**config.mk**
```make
export PLATFORM = sky130hd
export DESIGN_NAME = minterm_sweeper
export DESIGN_NICKNAME = d
export VERILOG_FILES = /design/src/rtl/minterm_sweeper.sv
export SDC_FILE = /design/constraint.sdc
export NUM_CORES = 1
export LEC_CHECK = 0
export CAP_MARGIN = 20
export CELL_PAD_IN_SITES_DETAIL_PLACEMENT = 1
export CELL_PAD_IN_SITES_GLOBAL_PLACEMENT = 1
export CORE_MARGIN = 2
export CORE_UTILIZATION = 37
export CTS_CLUSTER_DIAMETER = 120
export DETAILED_ROUTE_END_ITERATION = 8
export GPL_TIMING_DRIVEN = 0
export MAX_ROUTING_LAYER = met4
export PLACE_DENSITY_LB_ADDON = 0.3
export SETUP_SLACK_MARGIN = 0.1
export SKIP_CTS_REPAIR_TIMING = 1
export SLEW_MARGIN = 40
export SYNTH_ARGS = -nofsm -noshare
export SYNTH_HDL_FRONTEND = slang
export SYNTH_SLANG_ARGS = --single-unit
```
**constraint.sdc**
```tcl
create_clock -name clk -period 2.5 [get_ports clk]
set_clock_uncertainty 0.1 [all_clocks]
set_input_delay 0.5 -clock clk [delete_from_list [all_inputs] [get_ports clk]]
set_output_delay 0.5 -clock clk [all_outputs]
set_load 0.05 [all_outputs]
```
**src/rtl/minterm_sweeper.sv**
```systemverilog
// Clocked sweeper for a 4-input SoP/PoS function unit: drives all 16 minterms,
// samples both outputs after a settle delay and checks them against each other and a mask.
module minterm_sweeper #(
  parameter int SETTLE = 1
) (
  input  logic        clk,
  input  logic        rst_n,
  input  logic        start,
  input  logic [15:0] expected,
  input  logic        sope_in,
  input  logic        pose_in,
  output logic        x,
  output logic        y,
  output logic        w,
  output logic        z,
  output logic [3:0]  idx,
  output logic        busy,
  output logic        done,
  output logic [15:0] sop_table,
  output logic [15:0] pos_table,
  output logic [15:0] err_mask,
  output logic        mismatch,
  output logic [3:0]  first_err,
  output logic [4:0]  ones_count,
  output logic        pass
);

  typedef enum logic [1:0] {
    S_IDLE   = 2'd0,
    S_WAIT   = 2'd1,
    S_SAMPLE = 2'd2,
    S_DONE   = 2'd3
  } state_t;

  // SETTLE=0 skips WAIT entirely, so the terminal count is only used for SETTLE>0
  localparam logic [3:0] SETTLE_LAST = (SETTLE > 0) ? 4'(SETTLE - 1) : 4'd0;
  localparam logic       ZERO_SETTLE = (SETTLE == 0) ? 1'b1 : 1'b0;

  state_t      state_r;
  logic [3:0]  cnt_r;
  logic [3:0]  idx_r;
  logic [15:0] exp_r;
  logic [15:0] sop_table_r;
  logic [15:0] pos_table_r;
  logic [15:0] err_mask_r;
  logic        mismatch_r;
  logic [3:0]  first_err_r;
  logic [4:0]  ones_count_r;
  logic        pass_r;
  logic        busy_r;
  logic        done_r;

  logic [15:0] idx_onehot_s;
  logic        sop_ne_pos_s;
  logic        sop_ne_exp_s;
  logic        err_bit_s;
  logic [15:0] err_next_s;
  logic        first_hit_s;
  state_t      after_drive_s;

  // Per-sample error evaluation and the state entered after a new minterm is driven
  always_comb begin
    idx_onehot_s  = 16'h0001 << idx_r;
    sop_ne_pos_s  = sope_in ^ pose_in;
    sop_ne_exp_s  = sope_in ^ exp_r[idx_r];
    err_bit_s     = sop_ne_pos_s | sop_ne_exp_s;
    if (err_bit_s) begin
      err_next_s = err_mask_r | idx_onehot_s;
    end else begin
      err_next_s = err_mask_r & ~idx_onehot_s;
    end
    first_hit_s   = err_bit_s & (err_mask_r == 16'h0000);
    if (ZERO_SETTLE) begin
      after_drive_s = S_SAMPLE;
    end else begin
      after_drive_s = S_WAIT;
    end
  end

  // Sweep controller with all result registers
  always_ff @(posedge clk) begin
    if (!rst_n) begin
      state_r      <= S_IDLE;
      cnt_r        <= 4'd0;
      idx_r        <= 4'd0;
      exp_r        <= 16'h0000;
      sop_table_r  <= 16'h0000;
      pos_table_r  <= 16'h0000;
      err_mask_r   <= 16'h0000;
      mismatch_r   <= 1'b0;
      first_err_r  <= 4'd0;
      ones_count_r <= 5'd0;
      pass_r       <= 1'b0;
      busy_r       <= 1'b0;
      done_r       <= 1'b0;
    end else begin
      case (state_r)
        S_IDLE: begin
          done_r <= 1'b0;
          if (start) begin
            idx_r        <= 4'd0;
            cnt_r        <= 4'd0;
            exp_r        <= expected;
            sop_table_r  <= 16'h0000;
            pos_table_r  <= 16'h0000;
            err_mask_r   <= 16'h0000;
            mismatch_r   <= 1'b0;
            first_err_r  <= 4'd0;
            ones_count_r <= 5'd0;
            pass_r       <= 1'b0;
            busy_r       <= 1'b1;
            state_r      <= after_drive_s;
          end else begin
            state_r <= S_IDLE;
          end
        end
        S_WAIT: begin
          cnt_r <= cnt_r + 4'd1;
          if (cnt_r == SETTLE_LAST) begin
            state_r <= S_SAMPLE;
          end else begin
            state_r <= S_WAIT;
          end
        end
        S_SAMPLE: begin
          if (sope_in) begin
            sop_table_r <= sop_table_r | idx_onehot_s;
          end else begin
            sop_table_r <= sop_table_r & ~idx_onehot_s;
          end
          if (pose_in) begin
            pos_table_r <= pos_table_r | idx_onehot_s;
          end else begin
            pos_table_r <= pos_table_r & ~idx_onehot_s;
          end
          ones_count_r <= ones_count_r + {4'd0, sope_in};
          err_mask_r   <= err_next_s;
          mismatch_r   <= mismatch_r | sop_ne_pos_s;
          if (first_hit_s) begin
            first_err_r <= idx_r;
          end else begin
            first_err_r <= first_err_r;
          end
          // idx stays at 15 after the final sample; only a new start rewinds it
          if (idx_r == 4'd15) begin
            busy_r  <= 1'b0;
            done_r  <= 1'b1;
            pass_r  <= (err_next_s == 16'h0000);
            state_r <= S_DONE;
          end else begin
            idx_r   <= idx_r + 4'd1;
            cnt_r   <= 4'd0;
            state_r <= after_drive_s;
          end
        end
        S_DONE: begin
          done_r  <= 1'b0;
          state_r <= S_IDLE;
        end
        default: begin
          busy_r  <= 1'b0;
          done_r  <= 1'b0;
          state_r <= S_IDLE;
        end
      endcase
    end
  end

  assign x          = idx_r[3];
  assign y          = idx_r[2];
  assign w          = idx_r[1];
  assign z          = idx_r[0];
  assign idx        = idx_r;
  assign busy       = busy_r;
  assign done       = done_r;
  assign sop_table  = sop_table_r;
  assign pos_table  = pos_table_r;
  assign err_mask   = err_mask_r;
  assign mismatch   = mismatch_r;
  assign first_err  = first_err_r;
  assign ones_count = ones_count_r;
  assign pass       = pass_r;

endmodule

```
* Yosys cells after proc, flatten, opt, wreduce, memory -nomap -nowiden
Cells that the tools add are included.
Cells by class: add/subtract/negate cells 3, order comparisons 1, equal/unequal tests 8, shifts and indexed selects 1, multiplexer cells 31, bitwise operators 12, reduce and logical (&&, ||, !) cells 15
Operators by type and width (count):
- case mux 16 bit (2 select lines) | 3
- 2-to-1 mux 16 bit | 4
- bitwise AND 16 bit | 3
- bitwise OR 16 bit | 3
- logical NOT 16 bit | 2
- 2-to-1 mux 4 bit | 4
- NOT 16 bit | 1
- case mux 4 bit (2 select lines) | 2
- left shift 1 x 4 -> 16 bit (first input constant) | 1
- case mux 4 bit (3 select lines) | 1
- AND reduction 3 bit | 4
- case mux 5 bit (2 select lines) | 1
- adder 4 x 1 -> 4 bit (second input constant) | 2
- != test 2 bit (second input constant) | 4
- case mux 1 bit (2 select lines) | 4
- case mux 2 bit (4 select lines) | 1
- 2-to-1 mux 1 bit | 7
- AND reduction 2 bit | 3
- adder 5 x 1 -> 5 bit | 1
- < comparator 4 x 5 -> 1 bit (second input constant) | 1
- 2-to-1 mux 5 bit | 1
- binary-select mux 1 bit (select 4 bit) | 1
- == test 2 bit (second input constant) | 2
- == test 4 bit (second input constant) | 1
- other kinds (10) | 14
Storage, ports and cells: register bits 87, bits of input ports 21

* Longest topological paths before layout
Gate-level depths: netlist of run 1.
word-level depth 8, gate-level depth with buffers 10, mapped depth without buffers 8

* Worst setup path before layout of run 1
No wires, ideal clock.
path kind register to register, start register idx_r[2] (netlist: idx[2]), end register first_err_r[0] (netlist: first_err[0]), setup time 120 ps, arrival 2317 ps, required time 2280 ps, slack -37 ps, stages on the path, launching flop included 8, buffers on the path 2, clock period less this slack 2537 ps, cell sequence dfxtp_1 buf_2 mux4_2 mux2_2 nand2_1 or3_1 buf_2 mux2i_1
Between the ends: word-level cells in the longest chain between the ends 7
RTL lines:
- from (decl) | line 41 | logic [3:0] idx_r;
- from (signal assigned) | line 151 | idx_r <= idx_r + 4'd1;
- binary-select mux 1 bit (select 4 bit) | line 65 | sop_ne_exp_s = sope_in ^ exp_r[idx_r];
- 2-to-1 mux 1 bit (implied by the code) | line 65
- bitwise XOR 1 bit | line 65
- bitwise OR 1 bit | line 66 | err_bit_s = sop_ne_pos_s | sop_ne_exp_s;
- bitwise AND 1 bit | line 72 | first_hit_s = err_bit_s & (err_mask_r == 16'h0000);
- != test 2 bit (no source line)
- AND reduction 3 bit (no source line)
- to (signal assigned) | line 140 | first_err_r <= idx_r;
- to (signal assigned) | line 142 | first_err_r <= first_err_r;
- to (decl) | line 47 | logic [3:0] first_err_r;
No other way between the ends. The select of a mux whose other input is x is not followed. A chain may end at the register's enable or synchronous reset.

* Final worst setup path of run 1
start register idx_r[3] (netlist: idx[3]), end register first_err_r[2] (netlist: first_err[2])
The elaborated chain is that of the path after synthesis.

==> results.yml, run 1 <==
finish:
  n_antenna_cell: 0
  multiInputGateArea_mm2: 0.00217
  register_area_mm2: 0.00175
  fin_util_pct: 50.9
  drive_gt1_share_pct: 9.51
  layout.nets: 641
  syn_to_final_growth_pct: 35.1
  fill_cells: 1308
yosys:
  synth-seq-cells: 87
  syn_area_per_cell_um2: 8.15
  async_flop_share_pct: 0
  syn_area_mm2: 0.00407
  yosys-top-cells-count: "nand2_1 (94), dfxtp_1 (87), a21oi_1 (47)"
  synth_top_family_by_area: "simple AND/OR/NAND/NOR gates"
  synth_cells: 499
  synth_edf_count: 0
  synthSimpleGateAreaFrac_pct: 20.2
  seq_area_frac_synth_pct: 42.8
  yosys_warnings: 0
  synth_compound_area_share_pct: 18.4
  synth_top_area_share_pct: 42.8
  synth_cell_types: 41
  syn_nets: 535
  synthAdderAreaFrac_pct: 4.62
  post-synth-top-count-cell: "nand2_1"
  synth_ff_type: "dfxtp_1"
  muxShareOfSynthArea_pct: 7.79
  yosysTopAreaCell: "dfxtp_1"
  yosys-top-cells-area: "dfxtp_1 (43%), nand2_1 (8.7%), mux2i_1 (6.4%)"
  synth_xor_area_share_pct: 1.08
pwr:
  ir_drop_v: 0.000255
  p_int_mw: 2.04
  p_total_mw: 2.82
  p_leak_nw: 1.99
  comb_power_share_pct: 12.5
  p_sw_share_pct: 27.8
  power_density_mw_per_mm2: 514
  pwr-share-clk_pct: 36.9
  p_seq_share_pct: 50.6
  p_sw_mw: 0.786
clock_tree:
  clk_pin_slew_ns: 0.09
  cts_tree: "done"
  cts-root-buf: "clkbuf_8"
  h-tree-depth: 3
  clk_latency_ns: 0.36
  clockBufferDepth: 2
  numCtsBuffers: 9
  cts_sinks: 87
sta:
  setup_slack_ns: 0.117
  min_period_ns: 2.38
  rsz0062_at_grt: "no"
  hold_viol: 0
  fmax_mhz: 420
  fin_crit_sh_pct: 95.3
  setup_viol: 0
  tightest_slew_ns: 0.603
  drv_slew: 0
  relSlewSlack_pct: 59.8
placed_design:
  pre_cts_ws_ns: -0.682
  hpwlAfterDp_um: 9560
  port_buffers: 88
  place_congestion: 0.916
drt:
  post_drt_via_cell_ratio: 5.41
  wl_per_cell_um: 18.1
  drt_pass1_iterations: 4
  ant_nets: 0
  via_count: 4054
  first_iter_violations: 155
  route.detailed.drc: 0
  drt-total-wl_um: 13600
  met1_length_um: 6340
  met2_length_um: 6420
  routed-wl-met3_um: 624
  dr.max_layer_used: "met4"
critical_path:
  cpMostUsedCell: "mux2i_1"
  r2r_start: "idx[3]"
  arrival_ns: 2.53
  crit_slowest_cell: "mux4_2"
  cp.required_ns: 2.65
  critPathMaxStageDelay_ns: 0.53
  critPathLaunchType: "flop"
  cp_top_family: "multiplexers"
  cp-end-kind: "flop"
  crit_chain: "buf_8, mux2i_1, mux4_2, mux2i_2, nand2_1, or3_4, buf_6, mux2i_1"
  path_class: "reg -> reg"
  cp_max_fo: 9
  cp_num_buf_inv: 2
  critPathLaunch: "idx[3]"
grt:
  grt_overflow_total: 0
  grt_antenna_before_repair: 0
  grt_pass1_wl_um: 20900
  grt_max_degree: 16
  grt_pass1_vias: 4062
  track_usage_pct: 23.3
die:
  fp-row-count: 38
  die_w_um: 109
  num_io_pins: 90
  core_mm2: 0.0108
  fp.dieArea_mm2: 0.0118
  initial_core_util_pct: 37.7
  dieHeight_um: 109
flow_run:
  maxCapViolations: 0
run_status:
  status: "finished, final reports clean"
hold_path:
  hp-class: "reg -> reg"
  worstHoldStart: "first_err[0]"
==> final timing paths <==
check | to | slack, ns | cells after the start
worst max-delay path | first_err[2] | 0.12 | 8
worst min-delay path | first_err[0] | 0.37 | 2
worst max register to register | first_err[2] | 0.12 | 8
worst min register to register | first_err[0] | 0.37 | 2
==> state kept, by name, indices dropped and copies added (netlist names) <==
| register | flops |
|---|---|
| err_mask | 16 |
| exp_r | 16 |
| pos_table | 16 |
| sop_table | 16 |
| ones_count | 5 |
| cnt_r | 4 |
| first_err | 4 |
| idx | 4 |
| state_r | 2 |
| busy | 1 |
| done | 1 |
| mismatch | 1 |
| pass | 1 |
==> kinds of logic (layout without fill, tap and decap cells) <==
logic type,Yosys count,count (layout)
adders and majority gates,15,15
muxes,29,29
buffers and inverters,48,159
xor gates and xnor gates,5,5
DFF,87,87
and+or+nand+nor,186,186
AOI/OAI and AO/OA,129,129
==> final cells by class <==
class	instances	area share [%]
multi-input combinational	364	39.6
inverter	11	0.820
timing repair buffer	95	17.1
clock inverter	6	1.23
tap	140	3.19
buffer	37	3.76
sequential	87	31.8
clock buffer	10	2.51
==> routing by layer <==
metal	track usage [%]	vias to the layer above
met2	37.4	114
met4	6.23	0
met1	30.2	1986
li1	-	1936
met5	-	-
met3	4.60	18
==> power by group through the flow <==
stage          logic, mW  registers [mW]  clock network (mW)
3_5_place_dp       0.314            1.46                   0
6_report           0.353            1.43                1.04
4_1_cts            0.316            1.43                1.05
5_1_grt            0.384            1.43                1.13
3_3_place_gp       0.302            1.46                   0
2_1_floorplan      0.178            1.47                   0
==> cell usage in the layout (no fill, tap or decap), types with 15 or more instances in the layout <==
master           instances
nor2_1                  35
nand2_1                 93
ha_1                    15
o22ai_1                 18
dfxtp_1                 83
o21ai_0                 30
clkbuf_1                17
clkdlybuf4s50_1         86
a21boi_0                18
mux2i_1                 25
nand3_1                 16
a21oi_1                 47
==> through the flow <==
stage          hold WS, ns  TNS, ns  instance area [um^2]  std cells
2_1_floorplan        0.343        0                  4070        499
5_1_grt              0.396        0                  5490        750
4_1_cts              0.372   -11.08                  5330        743
6_report             0.366        0                  5490        750
3_5_place_dp         0.359   -20.22                  5130        727
3_3_place_gp         0.351   -21.98                  5120        727
==> worst reg2reg max path, delay by kind of cell (launching register included) <==
kind,cells,cell delay (ns)
simple gates,2,0.50
mux,4,1.02
flops,1,0.37
buf+inv,2,0.29
(Power assumes the default switching activity.)
==> inputs of run 2 (changes only) <==
--- a/config.mk
+++ b/config.mk
@@ -5,16 +5,18 @@
 export SDC_FILE = /design/constraint.sdc
 export NUM_CORES = 1
 export LEC_CHECK = 0
+export ABC_AREA = 1
 export CAP_MARGIN = 20
 export CELL_PAD_IN_SITES_DETAIL_PLACEMENT = 1
 export CELL_PAD_IN_SITES_GLOBAL_PLACEMENT = 1
 export CORE_MARGIN = 2
-export CORE_UTILIZATION = 37
+export CORE_UTILIZATION = 36
 export CTS_CLUSTER_DIAMETER = 120
 export DETAILED_ROUTE_END_ITERATION = 8
 export GPL_TIMING_DRIVEN = 0
 export MAX_ROUTING_LAYER = met4
 export PLACE_DENSITY_LB_ADDON = 0.3
+export REMOVE_ABC_BUFFERS = 1
 export SETUP_SLACK_MARGIN = 0.1
 export SKIP_CTS_REPAIR_TIMING = 1
 export SLEW_MARGIN = 40
==> results.yml, run 2 <==
pwr:
  p_total_mw: 2.86
  p_leak_nw: 2.27
  power_density_mw_per_mm2: 510
  ir_drop_v: 0.000258
  p_sw_mw: 0.746
  comb_power_share_pct: 12.0
  pwr-share-clk_pct: 38.3
  p_seq_share_pct: 49.7
  p_sw_share_pct: 26.1
  p_int_mw: 2.12
critical_path:
  arrival_ns: 2.54
  crit_slowest_cell: "dfxtp_4"
  r2r_start: "idx[0]"
  rrSetupSlack_ns: 0.16
  cp_max_fo: 6
  ff2ff_path_depth: 15
  cp_top_family: "simple AND/OR/NAND/NOR gates"
  critPathMaxStageDelay_ns: 0.40
  crit_chain: "buf_6, nand2_1, nand3_1, nand2_1, nand2_1, nand2_2, o21ai_4, nand3_4, nand2_1, nand2_1, nor2_1, nand2_1, nor2_1, nand3_1, a21oi_2"
  cpMostUsedCell: "nand2_1"
  critPathLaunchType: "flop"
  r2r_end: "pass"
  cp_num_buf_inv: 1
  path_class: "reg -> reg"
  cp.required_ns: 2.71
  cp-end-kind: "flop"
drt:
  drt_pass1_iterations: 4
  route.detailed.drc: 0
  ant_nets: 0
  first_iter_violations: 136
  drt-total-wl_um: 13500
  via_count: 4117
  post_drt_via_cell_ratio: 5.10
  wl_per_cell_um: 16.7
grt:
  track_usage_pct: 21.5
  grt_pass1_wl_um: 19400
  grt_overflow_total: 0
  grt_pass1_vias: 4045
  grt_max_degree: 35
  grt_antenna_before_repair: 0
sta:
  setup_viol: 0
  hold_viol: 0
  drv_slew: 0
  fmax_mhz: 428
  relSlewSlack_pct: 54.3
  rsz0062_at_grt: "no"
  fin_crit_sh_pct: 93.5
  setup-tns-final_ns: 0
  tightest_slew_ns: 0.684
  min_period_ns: 2.34
die:
  core_mm2: 0.0109
  num_io_pins: 90
  fp-row-count: 38
  die_w_um: 110
  fp.dieArea_mm2: 0.0121
  dieHeight_um: 110
  initial_core_util_pct: 37.0
yosys:
  yosysTopAreaCell: "dfxtp_1"
  synth_top_family_by_area: "simple AND/OR/NAND/NOR gates"
  synthAdderAreaFrac_pct: 4.65
  async_flop_share_pct: 0
  synth_cell_types: 31
  synth_edf_count: 0
  synth_cells: 561
  synthSimpleGateAreaFrac_pct: 22.0
  synth_compound_area_share_pct: 18.8
  synth_top_area_share_pct: 43.2
  muxShareOfSynthArea_pct: 0.372
  yosys_warnings: 0
  syn_area_mm2: 0.00403
  yosys-top-cells-count: "nand2_1 (103), dfxtp_1 (87), nor2_1 (75)"
  syn_area_per_cell_um2: 7.19
  yosys-top-cells-area: "dfxtp_1 (43%), nand2_1 (9.6%), a21oi_1 (7.4%)"
  synth_ff_type: "dfxtp_1"
  synth-seq-cells: 87
  seq_area_frac_synth_pct: 43.2
  post-synth-top-count-cell: "nand2_1"
  synth_xor_area_share_pct: 0.217
finish:
  fin_util_pct: 51.6
  fin_cells: 807
  final_cell_mix: "nand2_1 (90), clkdlybuf4s50_1 (85), dfxtp_1 (83)"
  layout_commonest_cell: "nand2_1"
  layout.nets: 699
  drive_gt1_share_pct: 14.4
  n_antenna_cell: 0
  syn_to_final_growth_pct: 39.2
hold_path:
  hp-class: "reg -> reg"
  worstHoldStart: "exp_r[14]"
  hold_depth: 2
  min_to: "exp_r[14]"
clock_tree:
  clockBufferDepth: 2
  h-tree-depth: 3
  cts_sinks: 87
  cts-root-buf: "clkbuf_8"
  cts_tree: "done"
  numCtsBuffers: 9
  clk_pin_slew_ns: 0.09
  clk_latency_ns: 0.37
placed_design:
  dp.cells: 764
  place_congestion: 0.865
  port_buffers: 89
  hpwlAfterDp_um: 8480
flow_run:
  maxCapViolations: 0
run_status:
  status: "finished, final reports clean"
## run 2: cell count changes after synthesis, moves of 8 or more
cell	change
clkbuf_1	-15
o22ai_1	-10
mux2i_1	-26
a211oi_1	+17
o21ai_0	+10
inv_1	+63
nor2b_1	-8
nor2_1	+39
a21oi_1	+13
a21boi_0	-18
nand2_1	+9
## run 2: layout make-up
cell class | count | area [um^2]
clock buffers | 11 | 141
inverters | 79 | 323
repair buffers | 114 | 1120
well taps | 140 | 175
multi-input cells | 372 | 2040
clock inverters | 4 | 70.1
fillers | 1388 | 5280
flip-flops and latches | 87 | 1750
## run 2: logic make-up after synthesis
kind of cell / after synthesis
xor gates and xnor gates: 1
buffers and inverters: 105
adders and majority gates: 15
AOI/OAI and AO/OA: 136
muxes: 1
and+or+nand+nor: 216
DFF: 87
## run 2: metrics by stage
stage	cell area (um^2)	hold WS [ns]	setup WS [ns]
floorplan	3900	0.329	-0.501
global placement	4960	0.341	-2.07
detailed placement	4980	0.348	-1.38
CTS	5190	0.363	-1.08
global route	5610	0.375	0.0325
finish	5610	0.360	0.164
## run 2: per-layer routing
layer | part of all wire, % | vias to the layer above | GRT usage, %
li1 | - | 2026 | -
met1 | 44 | 1984 | 25.4
met4 | 2.1 | 0 | 7.41
met3 | 3.2 | 19 | 2.90
met5 | 0 | - | -
met2 | 51 | 88 | 37.3
## run 2: worst max-delay path by stage
stage,startpoint,endpoint,slack (ns),cells past startpoint
floorplan,state_r[0],ones_count[4],-0.50,11
global placement,rst_n,pos_table[4],-2.07,5
detailed placement,rst_n,pos_table[4],-1.38,5
CTS,state_r[0],sop_table[5],-1.08,10
global route,state_r[0],idx[3],0.03,12
finish,idx[0],pass,0.16,15
## run 2: power groups by stage
stage / combinational, mW / clock, mW / sequential, mW
6_report: 0.344 / 1.10 / 1.42
5_1_grt: 0.372 / 1.16 / 1.43
4_1_cts: 0.265 / 1.11 / 1.43
3_5_place_dp: 0.263 / 0 / 1.46
3_3_place_gp: 0.247 / 0 / 1.46
2_1_floorplan: 0.137 / 0 / 1.47
## run 2: worst register-to-register path, cell delays in order (launching register included)
cell and delay [ns]:
dfxtp_4 0.40, buf_6 0.13, nand2_1 0.05, nand3_1 0.09, nand2_1 0.09, nand2_1 0.09
nand2_2 0.08, o21ai_4 0.22, nand3_4 0.18, nand2_1 0.10, nand2_1 0.09, nor2_1 0.16
nand2_1 0.09, nor2_1 0.14, nand3_1 0.13, a21oi_2 0.14
